## src/rtl/instruction_sequencer_pkg.sv

```systemverilog
// Shared types and constants for the instruction sequencer.
// Contents:
//   microcode_cycle - two-phase register-file slot marker
//   reg_type        - register-file bus selector (REG_ALU is the no-op target)
//   reg_inc_type    - register increment selector (REG_NONE is idle)
//   microcode_op    - one microcode table word
//   seq_state       - sequencer FSM states
//   opcode / microcode address constants used by the decoder and sequencer
package instruction_sequencer_pkg;

  typedef enum logic [1:0] {
    CYCLE_NONE      = 2'd0,
    CYCLE_REG_FETCH = 2'd1,
    CYCLE_REG_WRITE = 2'd2
  } microcode_cycle;

  typedef enum logic [2:0] {
    REG_A     = 3'd0,
    REG_X     = 3'd1,
    REG_Y     = 3'd2,
    REG_SP    = 3'd3,
    REG_MEM   = 3'd4,
    REG_IMM   = 3'd5,
    REG_FLAGS = 3'd6,
    REG_ALU   = 3'd7
  } reg_type;

  typedef enum logic [1:0] {
    REG_NONE   = 2'd0,
    REG_INC_PC = 2'd1,
    REG_INC_SP = 2'd2,
    REG_DEC_SP = 2'd3
  } reg_inc_type;

  typedef struct packed {
    reg_type     bus_in;
    reg_type     bus_out;
    reg_inc_type inc;
    logic        inc_pc;
    logic        transfer_np;
    logic        last;
  } microcode_op;

  typedef enum logic [2:0] {
    ST_FETCH    = 3'd0,
    ST_DECODE   = 3'd1,
    ST_UFETCH   = 3'd2,
    ST_UWRITE   = 3'd3,
    ST_BOUNDARY = 3'd4,
    ST_HALT     = 3'd5
  } seq_state;

  localparam microcode_op NOOP_UOP = '{REG_ALU, REG_ALU, REG_NONE, 1'b0, 1'b0, 1'b0};

  localparam logic [11:0] OP_HALT = 12'hFF8;
  localparam logic [11:0] OP_SLP  = 12'hFF9;
  localparam logic [11:0] OP_NOP  = 12'hFFB;

  localparam logic [7:0] INT_UCODE_ADDR = 8'hF0;
  localparam logic [7:0] UCODE_HALT     = 8'hF8;
  localparam logic [7:0] UCODE_NOP      = 8'hFB;

endpackage

```

## src/rtl/instruction_sequencer_opcode_decoder.sv

```systemverilog
// Combinational opcode decoder: maps a 12-bit opcode to its microcode entry
// point and flags the opcodes that park the core (HALT, SLP).
// Ports:
//   opcode     in  12        latched instruction
//   start_addr out UCODE_AW  first microcode address of the routine
//   is_halt    out 1         opcode is HALT or SLP
module instruction_sequencer_opcode_decoder
  import instruction_sequencer_pkg::*;
#(
  parameter int UCODE_AW = 8
) (
  input  logic [11:0]         opcode,
  output logic [UCODE_AW-1:0] start_addr,
  output logic                is_halt
);

  // Ordinary opcodes get a 16-entry routine block selected by the top nibble;
  // the F-page system opcodes have dedicated entries.
  always_comb begin
    is_halt    = 1'b0;
    start_addr = UCODE_AW'({opcode[11:8], 4'h0});
    case (opcode)
      OP_HALT, OP_SLP: begin
        is_halt    = 1'b1;
        start_addr = UCODE_AW'(UCODE_HALT);
      end
      OP_NOP:  start_addr = UCODE_AW'(UCODE_NOP);
      default: ;
    endcase
  end

endmodule

```

## src/rtl/instruction_sequencer.sv

```systemverilog
// CPU front end: fetches opcodes from program ROM, steps through their
// microcode one two-phase slot (REG_FETCH, REG_WRITE) per micro-op, and takes
// interrupts / HALT waits at instruction boundaries.
// Ports:
//   clk, reset_n              clock, asynchronous active-low reset
//   pc / rom_addr             current pc in, ROM address out (same value)
//   rom_data, rom_valid       opcode and its valid strobe
//   ucode_addr / ucode_word   microcode table address out, table word in
//   irq, interrupt_en         level interrupt request and I flag
//   irq_ack                   one-clock pulse on interrupt entry
//   current_cycle             register-file slot marker
//   bus_input_selector, bus_output_selector, increment_selector
//   increment_pc, transfer_np pc controls, only during REG_WRITE
//   immed                     opcode[7:0] of the current instruction
//   halted                    core parked in HALT/SLP
//   ucode_fault               sticky: a routine ran past MAX_UOPS
module instruction_sequencer
  import instruction_sequencer_pkg::*;
#(
  parameter int MAX_UOPS = 16,
  parameter int UCODE_AW = 8
) (
  input  logic                clk,
  input  logic                reset_n,
  input  logic [12:0]         pc,
  output logic [12:0]         rom_addr,
  input  logic [11:0]         rom_data,
  input  logic                rom_valid,
  output logic [UCODE_AW-1:0] ucode_addr,
  input  microcode_op         ucode_word,
  input  logic                irq,
  input  logic                interrupt_en,
  output logic                irq_ack,
  output microcode_cycle      current_cycle,
  output reg_type             bus_input_selector,
  output reg_type             bus_output_selector,
  output reg_inc_type         increment_selector,
  output logic                increment_pc,
  output logic                transfer_np,
  output logic [7:0]          immed,
  output logic                halted,
  output logic                ucode_fault
);

  localparam int CNT_W = (MAX_UOPS > 2) ? $clog2(MAX_UOPS) : 1;
  localparam logic [CNT_W-1:0] LAST_COUNT = CNT_W'(MAX_UOPS - 1);

  seq_state            state, state_next;
  logic [11:0]         instr;
  logic [UCODE_AW-1:0] dec_addr;
  logic                dec_halt;
  logic                halt_pending;
  logic [CNT_W-1:0]    count;
  microcode_op         op_q;

  assign rom_addr = pc;

  instruction_sequencer_opcode_decoder #(
    .UCODE_AW (UCODE_AW)
  ) u_opcode_decoder (
    .opcode     (instr),
    .start_addr (dec_addr),
    .is_halt    (dec_halt)
  );

  always_ff @(posedge clk or negedge reset_n) begin
    if (!reset_n) state <= ST_FETCH;
    else          state <= state_next;
  end

  always_ff @(posedge clk or negedge reset_n) begin
    if (!reset_n) begin
      instr        <= '0;
      immed        <= '0;
      ucode_addr   <= '0;
      count        <= '0;
      op_q         <= NOOP_UOP;
      halt_pending <= 1'b0;
      ucode_fault  <= 1'b0;
    end else begin
      case (state)
        ST_FETCH: begin
          if (rom_valid) begin
            instr <= rom_data;
            immed <= rom_data[7:0];
          end
        end
        ST_DECODE: begin
          ucode_addr   <= dec_addr;
          count        <= '0;
          halt_pending <= dec_halt;
        end
        ST_UFETCH: op_q <= ucode_word;
        ST_UWRITE: begin
          if (!op_q.last) begin
            if (count == LAST_COUNT) begin
              ucode_fault <= 1'b1;
            end else begin
              ucode_addr <= ucode_addr + 1'b1;
              count      <= count + 1'b1;
            end
          end
        end
        ST_BOUNDARY: begin
          // Clearing the halt flag on the way into HALT keeps the wake-up
          // pass through BOUNDARY from parking the core again.
          if (halt_pending) begin
            halt_pending <= 1'b0;
          end else if (irq && interrupt_en) begin
            ucode_addr <= UCODE_AW'(INT_UCODE_ADDR);
            count      <= '0;
          end
        end
        default: ;
      endcase
    end
  end

  always_comb begin
    state_next          = state;
    current_cycle       = CYCLE_NONE;
    bus_input_selector  = REG_ALU;
    bus_output_selector = REG_ALU;
    increment_selector  = REG_NONE;
    increment_pc        = 1'b0;
    transfer_np         = 1'b0;
    irq_ack             = 1'b0;
    halted              = 1'b0;
    case (state)
      ST_FETCH:  if (rom_valid) state_next = ST_DECODE;
      ST_DECODE: state_next = ST_UFETCH;
      ST_UFETCH: begin
        // The table is combinational, so its word is passed straight through
        // in this slot and held in op_q for the write slot.
        current_cycle       = CYCLE_REG_FETCH;
        bus_input_selector  = ucode_word.bus_in;
        bus_output_selector = ucode_word.bus_out;
        increment_selector  = ucode_word.inc;
        state_next          = ST_UWRITE;
      end
      ST_UWRITE: begin
        current_cycle       = CYCLE_REG_WRITE;
        bus_input_selector  = op_q.bus_in;
        bus_output_selector = op_q.bus_out;
        increment_selector  = op_q.inc;
        increment_pc        = op_q.inc_pc;
        transfer_np         = op_q.transfer_np;
        if (op_q.last || count == LAST_COUNT) state_next = ST_BOUNDARY;
        else                                  state_next = ST_UFETCH;
      end
      ST_BOUNDARY: begin
        if (halt_pending) begin
          state_next = ST_HALT;
        end else if (irq && interrupt_en) begin
          irq_ack    = 1'b1;
          state_next = ST_UFETCH;
        end else begin
          state_next = ST_FETCH;
        end
      end
      ST_HALT: begin
        halted = 1'b1;
        if (irq) state_next = ST_BOUNDARY;
      end
      default: state_next = ST_FETCH;
    endcase
  end

endmodule
```

## config.mk

```make
export PLATFORM = sky130hd
export DESIGN_NAME = instruction_sequencer
export DESIGN_NICKNAME = d
export VERILOG_FILES = /design/src/rtl/instruction_sequencer_pkg.sv /design/src/rtl/instruction_sequencer_opcode_decoder.sv /design/src/rtl/instruction_sequencer.sv
export SDC_FILE = /design/constraint.sdc
export NUM_CORES = 1
export LEC_CHECK = 0
export BUFFER_PORTS_ARGS = -buffer_cell sky130_fd_sc_hd__buf_2
export CAP_MARGIN = 20
export CORE_UTILIZATION = 45
export CTS_CLUSTER_SIZE = 28
export DETAILED_ROUTE_END_ITERATION = 12
export HOLD_SLACK_MARGIN = 0.03
export PLACE_DENSITY = 0.77
export SYNTH_ARGS = -nofsm -noshare
export SYNTH_HDL_FRONTEND = slang
export SYNTH_SLANG_ARGS = --single-unit
```

## constraint.sdc

```tcl
create_clock -name clk -period 3.2 [get_ports clk]
set_input_delay 0.8 -clock clk [delete_from_list [all_inputs] [get_ports clk]]
set_output_delay 0.8 -clock clk [all_outputs]
set_load 0.01 [all_outputs]
```

* Word-level counts from Yosys, hierarchy flattened
Cells that the tools add are included. W data, S select, Z words.
Cells by class: bitwise gates (word level) 1, reductions and logical operators 10, eq/ne operators 15, muxes and demuxes 29, add/sub/neg operators 2
Operator list (count):
- $eq A12 B12 Y1 const B | 3
- $mux W8 | 4
- $pmux W8 S3 | 1
- $pmux W3 S6 | 1
- $mux W4 | 4
- $pmux W8 S2 | 1
- $mux W3 | 4
- $ne A2 B2 Y1 const B | 6
- $pmux W3 S2 | 2
- $pmux W4 S3 | 1
- $add A8 B1 Y8 const B | 1
- $pmux W2 S2 | 2
- $mux W1 | 7
- $eq A3 B2 Y1 const B | 2
- $eq A3 B3 Y1 const B | 2
- $reduce_and A5 Y1 | 1
- $add A4 B1 Y4 const B | 1
- $eq A4 B4 Y1 const B | 1
- $reduce_and A2 Y1 | 2
- $eq A3 B1 Y1 const B | 1
- $logic_not A3 Y1 | 1
- $reduce_and A3 Y1 | 1
- $reduce_bool A3 Y1 | 1
- $mux W2 | 1
- 6 further kinds | 6
Word-level totals: logic and storage cells 70, bits of input ports 41, output and inout bits 44, register bits 48

* Longest topological paths before layout
word-level depth 4, gate-level depth with buffers 7

* By module
From an unflattened synthesis, not the netlist that was laid out.
Unflattened totals: cells, all modules 243, area, all modules 2264.7 µm²
By module, submodules not included:
- instruction_sequencer | area an instance 2170.8 µm², sequential area each 1008.5 µm², cells each 228, instances 1
- instruction_sequencer_opcode_decoder | area an instance 93.8 µm², sequential area each 0.0 µm², cells each 15, instances 1

* Worst setup path before layout
OpenSTA, ideal clock, no wires.
path kind input to output, start in irq, end out irq_ack, path slack 951 ps, cell stages on the path 4, path buffers 1, data arrival time 1449 ps, path through nand2_1 or4_1 buf_2 inv_1
On the way: word-level cells in the longest chain between the ends 4
Ends and longest elaborated chain:
- start, declared | line instruction_sequencer.sv:31 | input logic irq,
- $logic_and A1 B1 Y1 | line instruction_sequencer.sv:154 | end else if (irq && interrupt_en) begin
- $mux W1 | line instruction_sequencer.sv:154
- $mux W1 | line instruction_sequencer.sv:152 | if (halt_pending) begin
- $mux W1 | line instruction_sequencer.sv:129 | case (state)
- end, declared | line instruction_sequencer.sv:33 | output logic irq_ack,
No other way between the ends.

* Worst setup path in the final report
start reg state[2], end out transfer_np
On the way: word-level cells in the longest chain between the ends 2
Ends and longest elaborated chain:
- start, declared | line instruction_sequencer.sv:48 | seq_state state, state_next;
- start signal, assigned | line instruction_sequencer.sv:68 | else state <= state_next;
- $eq A3 B2 Y1 | line instruction_sequencer.sv:129
- $mux W1 | line instruction_sequencer.sv:129
- end, declared | line instruction_sequencer.sv:39 | output logic transfer_np,
No other way between the ends.

==> flow_metrics.tcl <==
set metrics [dict create \
    post_cts.repair.setup_buffers 0 \
    grt_util_met2_pct 26.1 \
    drc 0 \
    min_period_over_period_pct 86.7 \
    grt_overflow 0 \
    synth_edf_count 0 \
    yosysSeqAreaShare_pct 47.9 \
    detailed_place.area_um2 2260 \
    run_status "completed" \
    dieHeight_um 70.4 \
    final_max_slew_viol_count 0 \
    avgSynthCellArea_um2 9.75 \
    highest_fanout_seen_on_the_critical_path 14 \
    timing.critical_path.arrival_ns 1.97 \
    postSynth.topFlopCell "dfrtp_1" \
    dr_vias_cell 5.37 \
    min_delay_path_depth 2 \
    areaGrowthSynthToFinish_pct 11.2 \
    place.detailed.instances 296 \
    final_area_um2 2340 \
    post-synth-top-area-cell "dfrtp_1" \
    cts_resized 0 \
    grt_pass1_vias 1493 \
    unique_masters_post_synth 44 \
    globalRoute.busiestLayer "met2" \
    wl_um 4190 \
    min-delay-path-class "register to register" \
    horizontal_die_dimension_um 70.4 \
    drtIter0Drc 126 \
    cp.required_ns 2.40 \
    drv.max_cap_violation_count 0 \
    critical_path_class "register to output port" \
    initial_utilization_pct 47.7 \
    skew_ns 0.00620 \
    antenna_found_initial 0 \
    yosysWarnings 0 \
    cts-htree-levels 2 \
    hold_ws_ns 0.460 \
    route.vias.total 1631 \
    diodes 0 \
    wire_length_per_cell_after_detailed_routing_um 13.8 \
    sort_of_element_at_the_start_of_the_critical_path "register" \
    maximum_buffer_depth_of_the_clock_tree 2 \
    gp_congestion 0.831 \
    post_synth_instance_area_um2 2110 \
    route.antenna.remaining_nets 0 \
    hold_viol_final 0 \
    top_level_ports 85 \
    grtUsageTotal_pct 17.5 \
    synthesis.instances 216 \
    cts_tree "built" \
    use_met1_pct 22.9 \
    number_of_cts_inserted_buffers 5 \
    power_per_cell_area_nw_per_um2 992 \
    place.detailed.hpwl_um 3050 \
    port_buffers 58 \
    share_of_final_layout_standard_cells_stronger_than_drive_strength_1_pct 34.9 \
    synthDominantCellAreaShare_pct 40.4 \
    postCtsHoldBufs 0 \
    power_leakage_nw 1.17 \
    drt_pre_antenna_iters 4 \
    worstSetupEndpointType "output port" \
    cts.clk_slew.worst_paths_ns 0.07 \
    postSynthNetCount 259 \
    setup_viol 0 \
    skew_pair_late_insertion_delay_ns 0.29 \
    unrepaired_setup_endpoints_after_global_routing "no" \
    post-route-min-period_ns 2.77 \
    post_layout_nonfiller_instances 304 \
    first_pass_grt_wire_length_um 6750 \
    grt_start_max_net_pins 41 \
    worst_r2r_path_depth 5 \
    fillCellCount 412 \
    synth.area.top_cells "dfrtp_1 40%, nand2_1 8.4%, buf_4 7.8%" \
    nNetsFinal 294 \
    clkSinkCount 40 \
    multi_input_gate_area_um2 850 \
    max-slew-margin-rel_pct 41.1 \
    max_slew.worst_pin.slew_ns 0.883 \
    ir_worst_vdd_mv 0.337 \
    core.rowCount 24 \
    coreArea_um2 4410 \
    grt_use_met3_pct 5.05 \
    timing.setup.tns_ns 0 \
    floorplan.die_area_um2 4960 \
    postSynthRegisterBits 40 \
    async_flop_share_pct 100 \
    root_buffer "clkbuf_8" \
    sequential_cell_area_um2 1010 \
    max_freq_ghz 0.360 \
]
metal layers:
layer | vias up | wire length, um | part of all wire, %
met3 | 9 | 187 | 4.5
met5 | - | 0 | 0
li1 | 795 | - | -
met4 | 0 | 82 | 2.0
met1 | 783 | 2000 | 48
met2 | 44 | 1920 | 46
cells in the final DEF, fill, tap and decap left out, types with 4 or more instances in the layout:
| cell | synthesis | layout |
|---|---|---|
| buf_2 | 3 | 58 |
| nand2_1 | 47 | 47 |
| dfrtp_1 | 34 | 34 |
| mux2_2 | 12 | 12 |
| nor2_1 | 8 | 8 |
| inv_1 | 7 | 7 |
| o22a_1 | 6 | 6 |
| a21oi_1 | 6 | 6 |
| dfstp_2 | 6 | 6 |
| o21ai_0 | 5 | 5 |
| clkbuf_8 | 0 | 5 |
| and2_1 | 4 | 4 |
| o22ai_1 | 4 | 4 |
| nand4_1 | 4 | 4 |
registers in the layout, summed over array words and instances (netlist names):
name and cells:
instr 5, op_q 11, halt_pending 1, count 4, immed 7, state 3, ucode_addr 8, ucode_fault 1
cells in the mapped netlist (all sizes together), types with 2 or more instances:
cell / n
buf: 26
nand2: 47
mux2i: 3
inv: 9
nor2: 8
ha: 2
a211o: 2
o21ai: 6
nor3: 2
o22a: 6
clkbuf: 6
and2: 4
nand4: 4
dfrtp: 34
a31oi: 3
o21a: 2
mux2: 12
dfstp: 6
or3: 2
o22ai: 4
nor2b: 2
or4: 2
a21oi: 6
and3: 2
worst paths after layout:
check | startpoint | to | slack (ns)
max in group asynchronous | reset_n | immed[2] | 2.02
setup / recovery | state[2] | transfer_np | 0.43
min in group asynchronous | reset_n | op_q[1] | 0.63
setup reg to reg | state[2] | ucode_addr[3] | 1.06
hold reg to reg | op_q[8] | op_q[8] | 0.46
hold / removal | op_q[8] | op_q[8] | 0.46
final cells by class:
type | instances | share of cell area [%]
Sequential cell | 40 | 43.1
Multi-Input combinational cell | 135 | 36.3
Timing Repair Buffer | 60 | 13.0
Clock buffer | 8 | 3.42
Tap cell | 52 | 2.78
Inverter | 9 | 1.44
report_power, final:
| part | internal (mW) | leakage (nW) | switching, mW |
|---|---|---|---|
| combinational | 0.488 | 0.645 | 0.564 |
| clock | 0.155 | 0.0395 | 0.162 |
| sequential | 0.755 | 0.486 | 0.202 |
| total | 1.40 | 1.17 | 0.928 |
kinds of logic (layout without fill, tap and decap cells):
family | Yosys count | count (layout) | share of synthesized area (%)
multiplexers | 15 | 15 | 7.84
AND/OR/NAND/NOR | 78 | 78 | 17.5
flip-flops | 40 | 40 | 47.9
XOR/XNOR | 2 | 2 | 0.832
AO/OA/AOI/OAI | 38 | 38 | 13.0
adder cells (fa/ha/maj) | 2 | 2 | 1.19
buffers and inverters | 41 | 77 | 11.8
worst max-delay path: stages, from the launching register on:
cell and delay (ns):
dfrtp_1 0.51, nand3b_1 0.55, inv_2 0.33, and2_1 0.17
buf_2 0.13
per-stage QoR:
step,utilization [%],power (mW),setup slack [ns]
2_1_floorplan,-,1.78,0.951
3_3_place_gp,51.2,1.99,0.737
3_5_place_dp,51.2,2.02,0.702
4_1_cts,53.1,2.34,0.412
5_1_grt,53.1,2.51,0.223
6_report,53.1,2.32,0.425
Note: power is estimated with default switching activity, not from simulation.
